<file path="config.mk">
export PLATFORM = sky130hd
export DESIGN_NAME = line_cmd_arbiter_flat
export DESIGN_NICKNAME = d
export VERILOG_FILES = /design/src/rtl/line_cmd_if.sv /design/src/rtl/line_cmd_arbiter.sv /design/src/flat_wrapper.sv
export SDC_FILE = /design/constraint.sdc
export NUM_CORES = 1
export LEC_CHECK = 0
export CORE_AREA = 3 3 133 135
export CTS_CLUSTER_DIAMETER = 80
export DETAILED_ROUTE_END_ITERATION = 10
export DIE_AREA = 0 0 136 138
export PLACE_DENSITY = 0.69
export SETUP_SLACK_MARGIN = 0.02
export SYNTH_ARGS = -nofsm -noshare
export SYNTH_HDL_FRONTEND = slang
export SYNTH_SLANG_ARGS = --single-unit
</file>
<file path="constraint.sdc">
create_clock -name clk -period 2.1 [get_ports clk]
set_input_delay 0.21 -clock clk [delete_from_list [all_inputs] [get_ports clk]]
set_output_delay 0.21 -clock clk [all_outputs]
set_load 0.02 [all_outputs]
</file>
<file path="src/rtl/line_cmd_if.sv">
// Requester / line-engine bundle for line_cmd_arbiter.
// master: the arbiter side. slave: requesters plus engine (environment side).
interface line_cmd_if #(
  parameter int NREQ = 4,
  parameter int W    = 16
);
  localparam int IDW = (NREQ > 1) ? $clog2(NREQ) : 1;

  logic [NREQ-1:0]   req_valid;
  logic [NREQ-1:0]   req_ready;
  logic [NREQ*W-1:0] req_x0;
  logic [NREQ*W-1:0] req_x1;
  logic [NREQ*W-1:0] req_y0;
  logic [NREQ*W-1:0] req_y1;
  logic [NREQ-1:0]   done;
  logic [NREQ-1:0]   err;
  logic              eng_update;
  logic              eng_busy;
  logic [W-1:0]      eng_x0;
  logic [W-1:0]      eng_x1;
  logic [W-1:0]      eng_y0;
  logic [W-1:0]      eng_y1;
  logic [IDW-1:0]    grant_id;
  logic              ctrl_busy;

  modport master (
    input  req_valid, req_x0, req_x1, req_y0, req_y1, eng_busy,
    output req_ready, done, err, eng_update, eng_x0, eng_x1, eng_y0, eng_y1,
           grant_id, ctrl_busy
  );

  modport slave (
    output req_valid, req_x0, req_x1, req_y0, req_y1, eng_busy,
    input  req_ready, done, err, eng_update, eng_x0, eng_x1, eng_y0, eng_y1,
           grant_id, ctrl_busy
  );
endinterface

</file>
<file path="src/rtl/line_cmd_arbiter.sv">
// Round-robin arbiter sharing one line-draw engine between NREQ requesters.
// Latches the winner's endpoints, pulses eng_update, follows eng_busy and
// returns a done (and, on a start timeout, err) pulse to the owner.
module line_cmd_arbiter #(
  parameter int NREQ          = 4,
  parameter int W             = 16,
  parameter int START_TIMEOUT = 15
) (
  input  logic       clk,
  input  logic       rst_n,
  line_cmd_if.master bus
);
  localparam int IDW = (NREQ > 1) ? $clog2(NREQ) : 1;
  localparam logic [7:0] TLIM = 8'(START_TIMEOUT - 1);

  typedef enum logic [2:0] {IDLE, ISSUE, WAIT_BUSY, DRAWING, DONE} state_t;

  state_t         state, state_nxt;
  logic [IDW-1:0] ptr;
  logic [IDW-1:0] gid;
  logic [7:0]     timer;
  logic           to_flag;
  logic [W-1:0]   ex0, ex1, ey0, ey1;

  logic [IDW-1:0] win;
  logic           grant;
  logic [NREQ-1:0] ready_c, done_c, err_c;
  logic           update_c;

  // First valid requester searching from p upward with wrap-around.
  // Scans in reverse search order so the earliest candidate is the last written.
  function automatic logic [IDW-1:0] rr_winner(input logic [NREQ-1:0] v,
                                               input logic [IDW-1:0]  p);
    logic [IDW-1:0] w;
    logic [IDW:0]   sum;
    w = p;
    for (int k = NREQ - 1; k >= 0; k--) begin
      sum = {1'b0, p} + (IDW+1)'(k);
      if (sum >= (IDW+1)'(NREQ)) sum = sum - (IDW+1)'(NREQ);
      if (v[sum[IDW-1:0]]) w = sum[IDW-1:0];
    end
    return w;
  endfunction

  assign win   = rr_winner(bus.req_valid, ptr);
  // A grant is suppressed while reset is asserted so no phantom handshake occurs.
  assign grant = rst_n && (state == IDLE) && (|bus.req_valid) && !bus.eng_busy;

  // Next-state and per-cycle control outputs.
  always_comb begin
    state_nxt = state;
    ready_c   = '0;
    done_c    = '0;
    err_c     = '0;
    update_c  = 1'b0;
    case (state)
      IDLE: begin
        if (grant) begin
          ready_c[win] = 1'b1;
          state_nxt    = ISSUE;
        end
      end
      ISSUE: begin
        update_c  = 1'b1;
        state_nxt = WAIT_BUSY;
      end
      WAIT_BUSY: begin
        if (bus.eng_busy)        state_nxt = DRAWING;
        else if (timer == TLIM)  state_nxt = DONE;
      end
      DRAWING: begin
        if (!bus.eng_busy) state_nxt = DONE;
      end
      DONE: begin
        done_c[gid] = 1'b1;
        err_c[gid]  = to_flag;
        state_nxt   = IDLE;
      end
      default: state_nxt = IDLE;
    endcase
  end

  // State, round-robin pointer, start timer and latched engine coordinates.
  always_ff @(posedge clk) begin
    if (!rst_n) begin
      state   <= IDLE;
      ptr     <= '0;
      gid     <= '0;
      timer   <= '0;
      to_flag <= 1'b0;
      ex0     <= '0;
      ex1     <= '0;
      ey0     <= '0;
      ey1     <= '0;
    end else begin
      state <= state_nxt;
      case (state)
        IDLE: begin
          if (grant) begin
            ex0 <= bus.req_x0[win*W +: W];
            ex1 <= bus.req_x1[win*W +: W];
            ey0 <= bus.req_y0[win*W +: W];
            ey1 <= bus.req_y1[win*W +: W];
            gid <= win;
          end
        end
        ISSUE: timer <= '0;
        WAIT_BUSY: begin
          if (!bus.eng_busy) begin
            if (timer == TLIM) to_flag <= 1'b1;
            else               timer   <= timer + 8'd1;
          end
        end
        DONE: begin
          ptr     <= (gid == IDW'(NREQ - 1)) ? '0 : gid + 1'b1;
          to_flag <= 1'b0;
        end
        default: ;
      endcase
    end
  end

  assign bus.req_ready  = ready_c;
  assign bus.done       = done_c;
  assign bus.err        = err_c;
  assign bus.eng_update = update_c;
  assign bus.eng_x0     = ex0;
  assign bus.eng_x1     = ex1;
  assign bus.eng_y0     = ey0;
  assign bus.eng_y1     = ey1;
  assign bus.grant_id   = gid;
  assign bus.ctrl_busy  = (state != IDLE);
endmodule

</file>
<file path="src/flat_wrapper.sv">
// flat-port wrapper written by rule: the top's interface ports become plain ports
module line_cmd_arbiter_flat 
#(
  parameter int NREQ          = 4,
  parameter int W             = 16,
  parameter int START_TIMEOUT = 15
)
  (clk, rst_n, bus_req_valid, bus_req_x0, bus_req_x1, bus_req_y0, bus_req_y1, bus_eng_busy, bus_req_ready, bus_done, bus_err, bus_eng_update, bus_eng_x0, bus_eng_x1, bus_eng_y0, bus_eng_y1, bus_grant_id, bus_ctrl_busy);
  line_cmd_if #(.NREQ(NREQ), .W(W)) bus_i ();
  input  logic clk;
  input  logic rst_n;
  input wire logic [$bits(bus_i.req_valid)-1:0] bus_req_valid;
  input wire logic [$bits(bus_i.req_x0)-1:0] bus_req_x0;
  input wire logic [$bits(bus_i.req_x1)-1:0] bus_req_x1;
  input wire logic [$bits(bus_i.req_y0)-1:0] bus_req_y0;
  input wire logic [$bits(bus_i.req_y1)-1:0] bus_req_y1;
  input wire logic [$bits(bus_i.eng_busy)-1:0] bus_eng_busy;
  output wire logic [$bits(bus_i.req_ready)-1:0] bus_req_ready;
  output wire logic [$bits(bus_i.done)-1:0] bus_done;
  output wire logic [$bits(bus_i.err)-1:0] bus_err;
  output wire logic [$bits(bus_i.eng_update)-1:0] bus_eng_update;
  output wire logic [$bits(bus_i.eng_x0)-1:0] bus_eng_x0;
  output wire logic [$bits(bus_i.eng_x1)-1:0] bus_eng_x1;
  output wire logic [$bits(bus_i.eng_y0)-1:0] bus_eng_y0;
  output wire logic [$bits(bus_i.eng_y1)-1:0] bus_eng_y1;
  output wire logic [$bits(bus_i.grant_id)-1:0] bus_grant_id;
  output wire logic [$bits(bus_i.ctrl_busy)-1:0] bus_ctrl_busy;
  assign bus_i.req_valid = bus_req_valid;
  assign bus_i.req_x0 = bus_req_x0;
  assign bus_i.req_x1 = bus_req_x1;
  assign bus_i.req_y0 = bus_req_y0;
  assign bus_i.req_y1 = bus_req_y1;
  assign bus_i.eng_busy = bus_eng_busy;
  assign bus_req_ready = bus_i.req_ready;
  assign bus_done = bus_i.done;
  assign bus_err = bus_i.err;
  assign bus_eng_update = bus_i.eng_update;
  assign bus_eng_x0 = bus_i.eng_x0;
  assign bus_eng_x1 = bus_i.eng_x1;
  assign bus_eng_y0 = bus_i.eng_y0;
  assign bus_eng_y1 = bus_i.eng_y1;
  assign bus_grant_id = bus_i.grant_id;
  assign bus_ctrl_busy = bus_i.ctrl_busy;
  line_cmd_arbiter #(.NREQ(NREQ), .W(W), .START_TIMEOUT(START_TIMEOUT)) u_core (.clk(clk), .rst_n(rst_n), .bus(bus_i));
endmodule
</file>
==> impl_results.md, run 1 <==
* Gpl congestion at 0.814
* Failing checks: setup timing
* Crit path kind: reg -> out
* Antenna cells at 0
* Wire length per cell at 20.2 um
* Type of the worst min-delay path: reg -> reg
* Period utilization at 114%
* Dpl ws at -0.389 ns
* Worst-path maximum fanout at 2
* Worst-Margin Slew at 0.621 ns
* WP data arrival at 2.19 ns
* Gr ovfl total at 0
* Hpwl dp at 15300 um
* Post-CTS Hold Buffers at 0
* Relative slew slack at 58.6%
* FF/Latch Area at 1600 um^2
* Largest net degree at the start of global routing at 35
* Setup violators final at 68
* First-pass GRT wire length at 30600 um
* I/O pins at 343
* Clock transition at path regs at 0.07 ns
* Final Cell Area at 9990 um^2
* Multi-input logic area at 3430 um^2
* Sinks on Clock Net at 80
* Full die area at 18800 um^2
* # fillers at 1392
* Syn nets at 748
* Cell Area, Placed at 8690 um^2
* Ys Warns at 0
* Post-synth EDFFs at 0
* Worst Setup Start Kind: flop
* Yosys reg bits at 80
* Leak at 0.00456 uW
* Vias in the first global route at 5728
* Max cap viols at 0
* Run status: complete, but fails checks
* Post-Syn Area at 4690 um^2
* Port bufs at 342
* # rows at 47
* Mapped Cells at 479
* TritonCTS Buffers at 9
* DRT iter0 DRCs at 204
* Gr usage total at 20.7%
* Drc violations at 0
* Avg Cell Area, Syn at 9.80 um^2
* Via-per-instance ratio at 4.99
* Power Density at 524 nW/um^2
* Tmin final at 2.40 ns
* Starting Density at 28.3%
* Top_reg_cell synth: dfxtp_1
* Synthesis-to-finish area growth at 113%
* CP Data Required Time at 1.89 ns
* Fmax at 0.417 GHz
* Clock Latency Late Sink at 0.34 ns
* Vias at 5432
* Routed WL at 22000 um
* RSZ-0062 raised after global routing: yes
* Chip height at 138 um
* Antenna violations before repair at 0
* Seq/Total Area, Yosys at 34.1%
* Share of layout cells above drive strength 1 at 24.0%
* Distinct cells, synth at 41
* First-pass DRT Iterations at 6
* Fraction of registers with async set/reset at 0%
* Final core occ at 60.3%
* Final net count at 1132
* Setup WS post-layout at -0.296 ns
* CP Capture Type: output port
* Max H-tree Level at 3
* Root buffer cell: clkbuf_16
* Worst vdd ir at 0.318 mV
* Die Width at 136 um
* Max Root-Sink Buffers at 2
* Core area at 16600 um^2
* Worst Clk Skew at 0.0133 ns
* Final Hold Vio Count at 0
* Final Max Slew Viols at 0
* Routed Antenna Nets at 0
* TritonCTS clock tree: yes
-- sequential cells by signal, summed over array words and instances (netlist names) --
name	cells
u_core.bus.grant_id	2
u_core.bus.eng_y0	16
u_core.bus.eng_y1	16
u_core.timer	8
u_core.to_flag	1
u_core.ptr	2
u_core.state	3
u_core.bus.eng_x1	16
u_core.bus.eng_x0	16
-- logic make-up after synthesis --
family / Yosys count / synth area share, %
xor gates and xnor gates: 6 / 1.12
AOI/OAI and AO/OA: 87 / 18.9
buffers and inverters: 49 / 4.74
and+or+nand+nor: 121 / 11.8
muxes: 130 / 27.7
adders and majority gates: 6 / 1.60
DFF: 80 / 34.1
-- Yosys cell counts (2+ instances only) --
cell type  instances  share of area (%)
o21ai_0            5               0.53
o221ai_1          37                6.9
nor2_1            21                1.7
mux2i_1          130                 28
and2_1             5               0.67
nand2_1           67                5.4
o2111ai_1          2               0.37
inv_1              8               0.64
clkbuf_1          32                2.6
buf_6              4               0.96
nand2b_1           3               0.40
a21oi_1            4               0.43
dfxtp_1           80                 34
a31oi_1            2               0.27
buf_2              4               0.43
ha_1               6                1.6
o221ai_2          27                8.6
nor4_1             3               0.40
nor3b_1            2               0.32
xor2_1             6                1.1
o211ai_1           3               0.48
and3_1             6               0.80
nor3_1             4               0.43
-- power by group --
group,internal (uW),switching [uW]
sequential,1660,108
clock,917,642
combinational,1120,799
-- critical path, cell delays in order (launching register included) --
cell	delay (ns)
dfxtp_2	0.32
or3_4	0.39
or4_4	0.50
buf_6	0.13
nand2b_4	0.14
buf_6	0.12
nor2_4	0.09
buf_6	0.13
-- per-layer routing --
| metal | wire [um] | global-route usage (%) | vias to the layer above |
|---|---|---|---|
| met5 | 0 | 0 | - |
| met4 | 650 | 7.69 | 0 |
| met3 | 1720 | 5.45 | 44 |
| met2 | 11600 | 38.2 | 256 |
| met1 | 8080 | 22.4 | 2533 |
| li1 | - | - | 2599 |
-- final cells by class --
cell class	count	share of cell area (%)
Multi-Input combinational cell	351	34.3
Tap cell	220	2.75
Clock inverter	4	0.451
Clock buffer	12	2.37
Sequential cell	80	16.0
Timing Repair Buffer	413	43.8
Inverter	8	0.300
-- stage by stage --
| stage | hold slack [ns] | setup TNS [ns] | power [uW] | instances |
|---|---|---|---|---|
| after floorplan | 0.286 | -2.81 | 2470 | 479 |
| after global placement | 0.443 | -18.10 | 3400 | 1050 |
| after detailed placement | 0.447 | -21.59 | 3430 | 1050 |
| after CTS | 0.463 | -12.45 | 5100 | 1079 |
| after global routing | 0.480 | -17.54 | 5450 | 1088 |
| final | 0.463 | -13.37 | 5240 | 1088 |
-- worst paths after layout --
| path | from | end | slack, ns | cells after the start |
|---|---|---|---|---|
| setup / recovery | u_core.state[0] | bus_req_ready[2] | -0.30 | 7 |
| hold / removal | u_core.bus.eng_x1[0] | u_core.bus.eng_x1[0] | 0.46 | 2 |
| setup reg to reg | u_core.state[0] | u_core.bus.eng_x0[10] | -0.23 | 9 |
| hold reg to reg | u_core.bus.eng_x1[0] | u_core.bus.eng_x1[0] | 0.46 | 2 |
-- cells in the final DEF, fill, tap and decap left out, drive strengths merged, types with 3 or more instances in the layout --
cell	n
o21ai	5
a21oi	4
buf	65
nand2b	4
nand2	67
and2	7
o211ai	3
clkinv	3
nor3	4
dlygate4sd2	9
xor2	6
dfxtp	80
o221ai	64
nor2	21
ha	6
nor4	3
mux2i	130
and3	6
clkdlybuf4s50	329
clkbuf	22
inv	8
-- what timing repair did --
| action | in CTS | in global routing |
|---|---|---|
| pin swaps | 3 | 25 |
| gates cloned | 7 | 11 |
| resized for setup | 66 | 95 |
| buffers inserted | 6 | 1 |
| endpoints found under the setup margin | 78 | 75 |
| hold endpoints to repair | 0 | 0 |
(Power assumes the default switching activity.)
==> run 2: changes to the inputs <==
--- a/config.mk
+++ b/config.mk
@@ -5,12 +5,13 @@
 export SDC_FILE = /design/constraint.sdc
 export NUM_CORES = 1
 export LEC_CHECK = 0
-export CORE_AREA = 3 3 133 135
+export CORE_AREA = 3 3 131 133
 export CTS_CLUSTER_DIAMETER = 80
 export DETAILED_ROUTE_END_ITERATION = 10
-export DIE_AREA = 0 0 136 138
-export PLACE_DENSITY = 0.69
+export DIE_AREA = 0 0 134 136
+export PLACE_DENSITY = 0.68
 export SETUP_SLACK_MARGIN = 0.02
 export SYNTH_ARGS = -nofsm -noshare
 export SYNTH_HDL_FRONTEND = slang
 export SYNTH_SLANG_ARGS = --single-unit
+export TNS_END_PERCENT = 20
==> constraint.sdc (replaced) <==
create_clock -name clk -period 2.5 [get_ports clk]
set_input_delay 0.25 -clock clk [delete_from_list [all_inputs] [get_ports clk]]
set_output_delay 0.25 -clock clk [all_outputs]
set_load 0.02 [all_outputs]
==> impl_results.md, run 2 (same netlist as run 1, synthesis figures left out) <==
* Root buffer cell: clkbuf_16
* Cell Area, Placed at 8580 um^2 (-1.3%)
* Max Root-Sink Buffers at 2 (unchanged)
* Die Width at 134 um (-1.5%)
* Wire length per cell at 18.2 um (-10%)
* CP endpoint: bus_req_ready[1]
* Dpl ws at -0.136 ns (+0.253 ns)
* Type of the worst min-delay path: reg -> reg
* Vias at 5141 (-5.4%)
* FF/Latch Area at 1600 um^2 (about the same)
* Gr ovfl total at 0 (unchanged)
* Slowest cell on the critical path: or4_4
* CP Capture Type: output port
* Clock Latency Late Sink at 0.33 ns (about the same)
* Gpl congestion at 0.889 (+9.2%)
* DRT iter0 DRCs at 208 (+2.0%)
* I/O pins at 343 (unchanged)
* Vias in the first global route at 5559 (-3.0%)
* Worst reg2reg startpoint: u_core.state[0]
* Worst vdd ir at 0.314 mV (-1.2%)
* Share of power burned in registers at 36.1% (+2.4 points)
* Family with the most delay on the worst path: simple AND/OR/NAND/NOR gates
* Full die area at 18200 um^2 (-2.9%)
* Largest net degree at the start of global routing at 34 (-2.9%)
* FF-to-FF setup slack at 0.25 ns (+0.48 ns)
* Hpwl dp at 15400 um (+0.44%)
* Final net count at 1099 (-2.9%)
* Max cap viols at 0 (unchanged)
* TritonCTS Buffers at 9 (unchanged)
* Path depth of the worst reg2reg path at 6 (-3)
* Post-CTS Hold Buffers at 0 (unchanged)
* # rows at 46 (-2.1%)
* WP data arrival at 2.15 ns (-0.04 ns)
* Worst Setup Start Kind: flop
* Cell Int Power at 2880 uW (-22%)
* Hold Path Stages at 2 (unchanged)
* Setup WS post-layout at 0.100 ns (+0.396 ns)
* Routed WL at 19100 um (-13%)
* First-pass DRT Iterations at 4 (-2)
* Setup TNS at 0 ns (+13.37 ns)
* Gr usage total at 20.2% (-0.51 points)
* Worst-Margin Slew at 0.625 ns (+0.00391 ns)
* Busiest layer in global routing: met2
* Clock Power Share at 29.8% (about the same)
* Gate power share at 34.1% (-2.5 points)
* Chip height at 136 um (-1.4%)
* Run status: complete, no violations
* CP Data Required Time at 2.25 ns (+0.36 ns)
* Hold_ws at 0.463 ns (-0.00000300 ns)
* Antenna violations before repair at 0 (unchanged)
* Post-CTS Setup Bufs at 0 (-6)
* Grt met3 use at 6.14% (+0.69 points)
* Starting Density at 29.4% (+1.1 points)
* # fillers at 1394 (+0.14%)
* Crit. path cell count at 5 (-2)
* Power Density at 457 nW/um^2 (-13%)
* Share of layout cells above drive strength 1 at 10.8% (-13 points)
* Crit. Startpoint: u_core.state[0]
* Sinks on Clock Net at 80 (unchanged)
* Max stage delay on crit path at 0.50 ns (about the same)
* Tmin final at 2.40 ns
* Multi-input logic area at 2890 um^2 (-16%)
* Via-per-instance ratio at 4.89 (-2.0%)
* Fmax at 0.417 GHz
* Port bufs at 342 (unchanged)
* Drc violations at 0 (unchanged)
* Setup violators final at 0 (-100%)
* Relative slew slack at 57.9% (-0.65 points)
* First-pass GRT wire length at 29200 um (-4.7%)
* Worst Path Buf+Inv at 1 (-2)
* Final Cell Area at 8840 um^2 (-12%)
* Antenna cells at 0 (unchanged)
* Commonest non-fill, non-tap cells in the layout: 338 x clkdlybuf4s50_1, 130 x mux2i_1, 80 x dfxtp_1
* Clock transition at path regs at 0.06 ns (about the same)
* Psw at 1170 uW (-25%)
* Routed Antenna Nets at 0 (unchanged)
* Worst r2r dst: u_core.bus.eng_y1[7]
* Period utilization at 96.0%
* Crit path kind: reg -> out
* Switching Share at 28.9% (-0.71 points)
* Met2 Use GR at 38.2% (about the same)
* Core area at 15900 um^2 (-3.9%)
* Commonest non-fill, non-tap cell in the layout: clkdlybuf4s50_1
* Max H-tree Level at 3 (unchanged)
* Worst-path maximum fanout at 3 (+1)
* Final Hold Vio Count at 0 (unchanged)
* Worst path cell trace: or3_4, or4_4, or2_4, nor2_1, clkdlybuf4s15_2
* TritonCTS clock tree: yes
* Synthesis-to-finish area growth at 88.4%
* Leak at 0.00388 uW (-15%)
* RSZ-0062 raised after global routing: no
* Final Max Slew Viols at 0 (unchanged)
* Worst Clk Skew at 0.00459 ns (-0.00869 ns)
* GRT met1 Usage at 21.5% (-0.91 points)
[run 2: cell count changes in the layout (fill, tap and decap cells not counted), sizes merged]
| cell | change |
|---|---|
| and2 | -1 |
| buf | -25 |
| bufinv | -1 |
| clkbuf | -11 |
| clkdlybuf4s15 | +2 |
| clkdlybuf4s50 | +9 |
| clkinvlp | +2 |
| dlygate4sd2 | -8 |
[run 2: power groups by stage]
stage / Combinational (uW) / Clock (uW) / Sequential, uW
6_report: 1380 / 1210 / 1460
2_1_floorplan: 443 / 0 / 1610
3_3_place_gp: 1370 / 0 / 1480
3_5_place_dp: 1390 / 0 / 1480
4_1_cts: 1400 / 1250 / 1460
5_1_grt: 1470 / 1290 / 1470
[run 2: metal layers]
| metal | vias up | share of wire [%] |
|---|---|---|
| met5 | - | 0 |
| li1 | 2502 | - |
| met4 | 0 | 2.1 |
| met1 | 2397 | 37 |
| met2 | 218 | 53 |
| met3 | 24 | 7.7 |
[run 2: worst min path at each step]
stage,start,endpoint,slack (ns)
2_1_floorplan,bus_eng_busy,u_core.state[2],0.33
3_3_place_gp,u_core.bus.eng_y1[10],u_core.bus.eng_y1[10],0.44
3_5_place_dp,u_core.bus.eng_x1[14],u_core.bus.eng_x1[14],0.45
4_1_cts,u_core.bus.eng_y1[10],u_core.bus.eng_y1[10],0.47
5_1_grt,u_core.bus.eng_x0[9],u_core.bus.eng_x0[9],0.49
6_report,u_core.bus.eng_y1[13],u_core.bus.eng_y1[13],0.46
[run 2: area by class of cell]
class,instances,area share [%]
clock inverters,5,0.382
multi-input cells,350,32.7
flip-flops and latches,80,18.1
inverters,8,0.340
clock buffers,11,2.63
repair buffers,381,42.8
well taps,216,3.06
[run 2: repair_timing]
action	4_1_cts	5_1_grt
pin swaps	0	0
setup endpoints to repair	4	4
resized for setup	8	3
[run 2: tightest hold or removal path, delay by kind of cell, from the launching register on]
| kind | cells | cell delay, ns |
|---|---|---|
| simple gates | 1 | 0.05 |
| flops | 1 | 0.32 |
| compound gates | 1 | 0.06 |
[run 2: per-stage QoR]
stage,instances,power (uW),utilization (%)
floorplan,479,2050,-
finish,1051,4040,55.5
global route,1051,4230,55.5
CTS,1051,4110,55.5
detailed placement,1035,2870,53.8
global placement,1035,2850,53.8
==> run 3: changes to the inputs <==
--- a/config.mk
+++ b/config.mk
@@ -9,6 +9,7 @@
 export CTS_CLUSTER_DIAMETER = 80
 export DETAILED_ROUTE_END_ITERATION = 10
 export DIE_AREA = 0 0 134 136
+export HOLD_SLACK_MARGIN = 0.1
 export PLACE_DENSITY = 0.68
 export SETUP_SLACK_MARGIN = 0.02
 export SYNTH_ARGS = -nofsm -noshare
==> results of run 3 <==
Same layout as run 2: the final DEF is identical, and so are final timing and power.
